===== config.mk =====
export PLATFORM = sky130hd
export DESIGN_NAME = alu_muldiv_seq_flat
export DESIGN_NICKNAME = d
export VERILOG_FILES = /design/src/rtl/alu_muldiv_seq_if.sv /design/src/rtl/alu_muldiv_seq.sv /design/src/flat_wrapper.sv
export SDC_FILE = /design/constraint.sdc
export NUM_CORES = 1
export LEC_CHECK = 0
export BUFFER_PORTS_ARGS = -buffer_cell sky130_fd_sc_hd__buf_2
export CORE_MARGIN = 2
export CORE_UTILIZATION = 45
export DETAILED_ROUTE_END_ITERATION = 7
export PLACE_DENSITY = 0.74
export SLEW_MARGIN = 25
export SYNTH_ARGS = -nofsm -noshare
export SYNTH_HDL_FRONTEND = slang
export SYNTH_SLANG_ARGS = --single-unit

===== constraint.sdc =====
create_clock -name clk -period 11 [get_ports clk]
set_input_delay 1.1 -clock clk [delete_from_list [all_inputs] [get_ports clk]]
set_output_delay 1.1 -clock clk [all_outputs]
set_load 0.05 [all_outputs]

===== src/rtl/alu_muldiv_seq_if.sv =====
// Request/response bundle between the execute stage and the
// multi-cycle multiply/divide unit.
interface alu_muldiv_seq_if #(
    parameter int WIDTH  = 32,
    parameter int CTRL_W = 5
);
    logic              start;
    logic [CTRL_W-1:0] op;
    logic [WIDTH-1:0]  src_a;
    logic [WIDTH-1:0]  src_b;
    logic [WIDTH-1:0]  hi;
    logic [WIDTH-1:0]  lo;
    logic              busy;
    logic              done;
    logic              div_zero;

    modport master (
        output start, op, src_a, src_b,
        input  hi, lo, busy, done, div_zero
    );

    modport slave (
        input  start, op, src_a, src_b,
        output hi, lo, busy, done, div_zero
    );
endinterface


===== src/rtl/alu_muldiv_seq.sv =====
// Iterative multiply/divide unit with HI/LO registers: one bit per
// cycle for WIDTH cycles, then a single sign fix-up/write cycle.
module alu_muldiv_seq #(
    parameter int WIDTH  = 32,
    parameter int CTRL_W = 5
) (
    input  logic            clk,
    input  logic            reset,
    alu_muldiv_seq_if.slave bus
);
    localparam int CW = $clog2(WIDTH);

    localparam logic [CTRL_W-1:0] OP_DIV   = CTRL_W'(5'b00100);
    localparam logic [CTRL_W-1:0] OP_MULT  = CTRL_W'(5'b01001);
    localparam logic [CTRL_W-1:0] OP_MULTU = CTRL_W'(5'b01010);
    localparam logic [CTRL_W-1:0] OP_DIVU  = CTRL_W'(5'b01011);
    localparam logic [CTRL_W-1:0] OP_MTHI  = CTRL_W'(5'b10100);
    localparam logic [CTRL_W-1:0] OP_MTLO  = CTRL_W'(5'b10101);

    typedef enum logic [1:0] {IDLE, CALC, FIX} state_t;

    state_t                 state_q, state_d;
    logic [CW-1:0]          cnt_q, cnt_d;
    logic [2*WIDTH-1:0]     p_q, p_d;
    logic [WIDTH-1:0]       m_q, m_d;
    logic [WIDTH-1:0]       a_q, a_d;
    logic [WIDTH-1:0]       hi_q, hi_d;
    logic [WIDTH-1:0]       lo_q, lo_d;
    logic                   div_q, div_d;
    logic                   neg_q, neg_d;
    logic                   rneg_q, rneg_d;
    logic                   bz_q, bz_d;
    logic                   done_q, done_d;
    logic                   dz_q, dz_d;

    logic                   is_mul, is_div, is_sgn, accept;
    logic                   sa, sb;
    logic [WIDTH-1:0]       mag_a, mag_b;
    logic [WIDTH:0]         msum, diff;
    logic [2*WIDTH-1:0]     mstep, dstep, prod;
    logic [WIDTH-1:0]       quo, rem;

    always_comb begin
        is_mul = (bus.op == OP_MULT) | (bus.op == OP_MULTU);
        is_div = (bus.op == OP_DIV)  | (bus.op == OP_DIVU);
        is_sgn = (bus.op == OP_MULT) | (bus.op == OP_DIV);
        accept = bus.start & (state_q == IDLE) & (is_mul | is_div);
        sa     = is_sgn & bus.src_a[WIDTH-1];
        sb     = is_sgn & bus.src_b[WIDTH-1];
        // The most-negative value maps onto 2^(WIDTH-1) as an unsigned magnitude
        mag_a  = sa ? -bus.src_a : bus.src_a;
        mag_b  = sb ? -bus.src_b : bus.src_b;
    end

    // p holds {accumulator, multiplier} for multiply and {remainder, quotient} for divide
    always_comb begin
        msum  = {1'b0, p_q[2*WIDTH-1:WIDTH]} + (p_q[0] ? {1'b0, m_q} : '0);
        mstep = {msum, p_q[WIDTH-1:1]};
        diff  = p_q[2*WIDTH-1:WIDTH-1] - {1'b0, m_q};
        dstep = diff[WIDTH] ? {p_q[2*WIDTH-2:0], 1'b0}
                            : {diff[WIDTH-1:0], p_q[WIDTH-2:0], 1'b1};
        prod  = neg_q  ? -p_q : p_q;
        quo   = neg_q  ? -p_q[WIDTH-1:0] : p_q[WIDTH-1:0];
        rem   = rneg_q ? -p_q[2*WIDTH-1:WIDTH] : p_q[2*WIDTH-1:WIDTH];
    end

    always_comb begin
        state_d = state_q;
        unique case (state_q)
            IDLE:    if (accept) state_d = CALC;
            CALC:    if (cnt_q == CW'(WIDTH-1)) state_d = FIX;
            FIX:     state_d = IDLE;
            default: state_d = IDLE;
        endcase
    end

    always_comb begin
        cnt_d  = cnt_q;
        p_d    = p_q;
        m_d    = m_q;
        a_d    = a_q;
        hi_d   = hi_q;
        lo_d   = lo_q;
        div_d  = div_q;
        neg_d  = neg_q;
        rneg_d = rneg_q;
        bz_d   = bz_q;
        dz_d   = dz_q;
        done_d = 1'b0;
        unique case (state_q)
            IDLE: begin
                if (accept) begin
                    cnt_d  = '0;
                    p_d    = {{WIDTH{1'b0}}, is_div ? mag_a : mag_b};
                    m_d    = is_div ? mag_b : mag_a;
                    a_d    = bus.src_a;
                    div_d  = is_div;
                    neg_d  = sa ^ sb;
                    rneg_d = sa;
                    bz_d   = (bus.src_b == '0);
                    dz_d   = 1'b0;
                end else if (bus.start) begin
                    unique case (1'b1)
                        (bus.op == OP_MTHI): hi_d = bus.src_a;
                        (bus.op == OP_MTLO): lo_d = bus.src_a;
                        default: ;
                    endcase
                end
            end
            CALC: begin
                cnt_d = cnt_q + 1'b1;
                p_d   = div_q ? dstep : mstep;
            end
            FIX: begin
                done_d = 1'b1;
                if (div_q && bz_q) begin
                    hi_d = a_q;
                    lo_d = '1;
                    dz_d = 1'b1;
                end else if (div_q) begin
                    hi_d = rem;
                    lo_d = quo;
                end else begin
                    hi_d = prod[2*WIDTH-1:WIDTH];
                    lo_d = prod[WIDTH-1:0];
                end
            end
            default: ;
        endcase
    end

    always_ff @(posedge clk or posedge reset) begin
        if (reset) begin
            state_q <= IDLE;
            cnt_q   <= '0;
            p_q     <= '0;
            m_q     <= '0;
            a_q     <= '0;
            hi_q    <= '0;
            lo_q    <= '0;
            div_q   <= 1'b0;
            neg_q   <= 1'b0;
            rneg_q  <= 1'b0;
            bz_q    <= 1'b0;
            done_q  <= 1'b0;
            dz_q    <= 1'b0;
        end else begin
            state_q <= state_d;
            cnt_q   <= cnt_d;
            p_q     <= p_d;
            m_q     <= m_d;
            a_q     <= a_d;
            hi_q    <= hi_d;
            lo_q    <= lo_d;
            div_q   <= div_d;
            neg_q   <= neg_d;
            rneg_q  <= rneg_d;
            bz_q    <= bz_d;
            done_q  <= done_d;
            dz_q    <= dz_d;
        end
    end

    always_comb begin
        bus.busy     = (state_q != IDLE);
        bus.done     = done_q;
        bus.div_zero = dz_q;
        bus.hi       = hi_q;
        bus.lo       = lo_q;
    end
endmodule


===== src/flat_wrapper.sv =====
// flat-port wrapper written by rule: the top's interface ports become plain ports
module alu_muldiv_seq_flat 
#(
    parameter int WIDTH  = 32,
    parameter int CTRL_W = 5
)
  (clk, reset, bus_start, bus_op, bus_src_a, bus_src_b, bus_hi, bus_lo, bus_busy, bus_done, bus_div_zero);
  alu_muldiv_seq_if #(.WIDTH(WIDTH), .CTRL_W(CTRL_W)) bus_i ();
  input  logic clk;
  input  logic reset;
  input wire logic [$bits(bus_i.start)-1:0] bus_start;
  input wire logic [$bits(bus_i.op)-1:0] bus_op;
  input wire logic [$bits(bus_i.src_a)-1:0] bus_src_a;
  input wire logic [$bits(bus_i.src_b)-1:0] bus_src_b;
  output wire logic [$bits(bus_i.hi)-1:0] bus_hi;
  output wire logic [$bits(bus_i.lo)-1:0] bus_lo;
  output wire logic [$bits(bus_i.busy)-1:0] bus_busy;
  output wire logic [$bits(bus_i.done)-1:0] bus_done;
  output wire logic [$bits(bus_i.div_zero)-1:0] bus_div_zero;
  assign bus_i.start = bus_start;
  assign bus_i.op = bus_op;
  assign bus_i.src_a = bus_src_a;
  assign bus_i.src_b = bus_src_b;
  assign bus_hi = bus_i.hi;
  assign bus_lo = bus_i.lo;
  assign bus_busy = bus_i.busy;
  assign bus_done = bus_i.done;
  assign bus_div_zero = bus_i.div_zero;
  alu_muldiv_seq #(.WIDTH(WIDTH), .CTRL_W(CTRL_W)) u_core (.clk(clk), .reset(reset), .bus(bus_i));
endmodule

==> flow_summary_export.csv <==
group,metric,value,unit
cts,clk_pin_slew_worst_paths,0.06,ns
synth,synth-seq-cells,205,
placed_design,place_ws,6.665,ns
synth,synthDistinctLibCells,69,
timing,fin_skew,0.03238,ns
placed_design,numPortBuffers,138,
finish,drive_above_1_share,10.73,%
finish,area_delta_synth_final,10.75,%
detailed_routing,wl_per_cell,22.83,µm
detailed_routing,drt_iter0_markers,1802,
synth,ys_seq_area_share,31.38,%
cts,cts.sinks,205,
cts,ctsLongestPathBuffers,3,
detailed_routing,first_pass_iters,7,
grt,overflow,0,
finish,layout.cells.non_filler,2596,
cts,postCtsSetupRepairBufs,0,
grt,grt_pass1_wl,90670,µm
timing,worst_slack,6.567,ns
cts,cts_max_level,1,
floorplanning,die_x,194.6,µm
flow_run,drv_cap,0,
cts,clockRootBuffer,"clkbuf_16",
cts,tritoncts,"built",
placed_design,dpl.cell_count,2554,
timing,setup_tns,0,ns
pwr,power.density,332.0,nW/µm²
timing,slew_headroom,28.62,%
hold_path,worstHoldPathType,"flop to flop",
synth,syn_nets,2223,
finish,fin_area,18100,µm²
pwr,irDropWorstVdd,0.0001672,V
detailed_routing,ant_nets,0,
timing,fmax,0.2256,GHz
floorplanning,initial_core_util,45.84,%
synth,synth-async-reset-ratio,100.0,%
setup_path,cp.arrival,4.84,ns
synth,synthCells,2079,
floorplanning,die_h,194.6,µm
synth,synth.avg_cell_area,7.862,µm²
cts,clock_latency,0.55,ns
outcome,status,"complete, no violations",
timing,hold_violations,0,
setup_path,critPathLaunchType,"flop",
synth,synth-edff-count,0,
timing,maxSlewViolCount,0,
placed_design,dp_hpwl,44350,µm
detailed_routing,via_count,16463,
cts,numCtsBuffers,23,
detailed_routing,drc_errors,0,
grt,antenna_found_initial,0,
timing,rsz0062_at_grt,"no",
detailed_routing,vias_per_cell,6.342,
setup_path,critPathKind,"flop to flop",
floorplanning,num_io_pins,139,
timing,setup_viol,0,
pwr,power,0.006010,W
setup_path,critPathMaxFanout,36,
setup_path,cp.required,11.41,ns
grt,track_usage,30.53,%
synth,synth-warning-count,0,
floorplanning,rows,69,
cts,hold_buffers,0,
placed_design,place_area,17280,µm²
timing,fin_crit_sh,40.30,%
placed_design,place_congestion,0.9720,
grt,grt_pass1_vias,15204,
synth,synth_ff_type,"dfrtp_1",
timing,tightest_slew,1.068,ns
floorplanning,core_area,35660,µm²
grt,grt_max_degree,103,
synth,synthesis.area,16350,µm²
pwr,power_leakage,7.750,nW
setup_path,crit_path_end_kind,"flop",
timing,period_needed,4.433,ns
floorplanning,die_area,37860,µm²
finish,antennaDiodeCount,0,
finish,nets,2262,
detailed_routing,routed_wl,59270,µm
cts,ctsResizeCount,0,
[cells in the mapped netlist, types with 8 or more instances]
cell type / instances / area [µm²]
xor2_1: 64 / 560.5
nor4_1: 11 / 68.82
clkbuf_1: 118 / 442.9
nand2b_1: 24 / 150.1
inv_1: 61 / 229.0
or3_1: 17 / 106.4
a22oi_1: 36 / 270.3
a31oi_1: 16 / 100.1
o41ai_1: 10 / 87.58
o22ai_1: 41 / 256.5
o21a_1: 10 / 75.07
and2_1: 14 / 87.58
dfrtp_1: 205 / 5130
nor3_1: 56 / 280.3
nand2_1: 298 / 1119
o21ai_0: 204 / 1021
nand4_1: 12 / 75.07
a21o_1: 25 / 187.7
a211oi_1: 49 / 367.9
nor2_1: 163 / 611.8
ha_1: 70 / 875.8
a221oi_1: 8 / 70.07
nand3_1: 33 / 165.2
o31ai_1: 27 / 202.7
nor2b_1: 8 / 50.05
a22o_1: 14 / 122.6
mux2i_1: 57 / 570.6
o211ai_1: 38 / 285.3
buf_1: 12 / 45.04
o221ai_1: 10 / 87.58
a21oi_1: 151 / 755.7
xnor2_1: 104 / 910.9
[cells by family (layout without fill, tap and decap cells)]
logic type | count (synthesis) | after routing | synth area share (%)
xor+xnor | 169 | 169 | 9.101
flops | 205 | 205 | 31.38
buf+inv | 203 | 259 | 4.853
fa+ha+maj | 72 | 72 | 5.603
compound gates | 689 | 689 | 26.49
mux | 60 | 60 | 3.697
simple gates | 681 | 681 | 18.87
[report_power, final]
| part | leakage (nW) | switching, W | internal, W | total [W] |
|---|---|---|---|---|
| clock network | 0.388 | 0.000345 | 0.000499 | 0.000844 |
| registers | 2.45 | 0.000484 | 0.00108 | 0.00156 |
| logic | 4.91 | 0.00223 | 0.00137 | 0.00360 |
| total | 7.75 | 0.00306 | 0.00295 | 0.00601 |
[stage by stage]
step	hold WS, ns	utilization (%)
after global placement	0.4529	48.39
after global routing	0.4961	50.77
after detailed placement	0.4577	48.45
after CTS	0.4730	50.74
final	0.4721	50.77
after floorplan	0.4404	-
[area by class of cell]
type,instances,area [µm²]
Clock inverter,15,195.2
Tap cell,461,576.8
Fill cell,3402,17550
Clock buffer,27,620.6
Timing Repair Buffer,156,845.8
Sequential cell,205,5131
Multi-Input combinational cell,1671,10500
Inverter,61,236.5
[sequential cells by signal, summed over array words and instances (netlist names)]
signal               flops
u_core.bus.hi           32
u_core.bus.done          1
u_core.neg_q             1
u_core.rneg_q            1
u_core.bz_q              1
u_core.cnt_q             5
u_core.p_q              64
u_core.state_q           2
u_core.bus.div_zero      1
u_core.m_q              32
u_core.bus.lo           32
u_core.a_q              32
u_core.div_q             1
[cells in the final DEF (no fill, tap or decap), types with 9 or more instances in the layout]
| master | synthesis | final |
|---|---|---|
| a31oi_1 | 16 | 16 |
| nand4_1 | 12 | 12 |
| o221ai_1 | 10 | 10 |
| inv_1 | 61 | 60 |
| o21a_1 | 10 | 9 |
| a21o_1 | 25 | 25 |
| xor2_1 | 64 | 64 |
| ha_1 | 70 | 70 |
| o22ai_1 | 41 | 41 |
| xnor2_1 | 104 | 104 |
| nand3_1 | 33 | 33 |
| nor2_1 | 163 | 161 |
| a21oi_1 | 151 | 150 |
| dfrtp_1 | 205 | 204 |
| nand2_1 | 298 | 298 |
| clkbuf_16 | 0 | 23 |
| mux2i_1 | 57 | 57 |
| buf_4 | 4 | 15 |
| buf_2 | 7 | 138 |
| nor3_1 | 56 | 56 |
| o211ai_1 | 38 | 38 |
| and2_1 | 14 | 14 |
| a22o_1 | 14 | 14 |
| a211oi_1 | 49 | 49 |
| a22oi_1 | 36 | 36 |
| nor4_1 | 11 | 11 |
| or3_1 | 17 | 17 |
| o31ai_1 | 27 | 27 |
| o41ai_1 | 10 | 10 |
| nand2b_1 | 24 | 24 |
| o21ai_0 | 204 | 203 |
[worst max-delay path: stages (launching register included)]
cell	delay, ns
dfrtp_1	0.46
inv_1	0.09
ha_1	0.22
fa_1	0.40
nand2b_1	0.19
a21o_1	0.18
a21oi_1	0.37
nand3_1	0.15
a21oi_1	0.28
o2111ai_1	0.22
a31oi_1	0.26
a311oi_1	0.22
xnor2_4	0.17
buf_4	0.52
nor2_1	0.17
a221o_1	0.39
[path summary, 6_finish.rpt]
check,from,endpoint,slack (ns),depth (start not counted)
min reg2reg,u_core.a_q[13]$_DFFE_PP0P_,u_core.a_q[13]$_DFFE_PP0P_,0.47,2
max reg2reg,u_core.p_q[31]$_DFFE_PP0P_,u_core.p_q[57]$_DFFE_PP0P_,6.57,15
max in group asynchronous,reset,u_core.div_q$_DFFE_PP0P_,9.00,3
min in group asynchronous,reset,u_core.a_q[30]$_DFFE_PP0P_,0.64,2
max,u_core.p_q[31]$_DFFE_PP0P_,u_core.p_q[57]$_DFFE_PP0P_,6.57,15
min,u_core.a_q[13]$_DFFE_PP0P_,u_core.a_q[13]$_DFFE_PP0P_,0.47,2
[routing by layer]
metal	part of all wire (%)	global-route usage, %	up-vias
met5	0	0	-
met4	5.0	13.73	0
met3	9.4	4.373	126
met2	43	46.24	862
met1	43	43.21	7893
li1	-	-	7582
No activity file was read; power rests on OpenSTA's default activity.
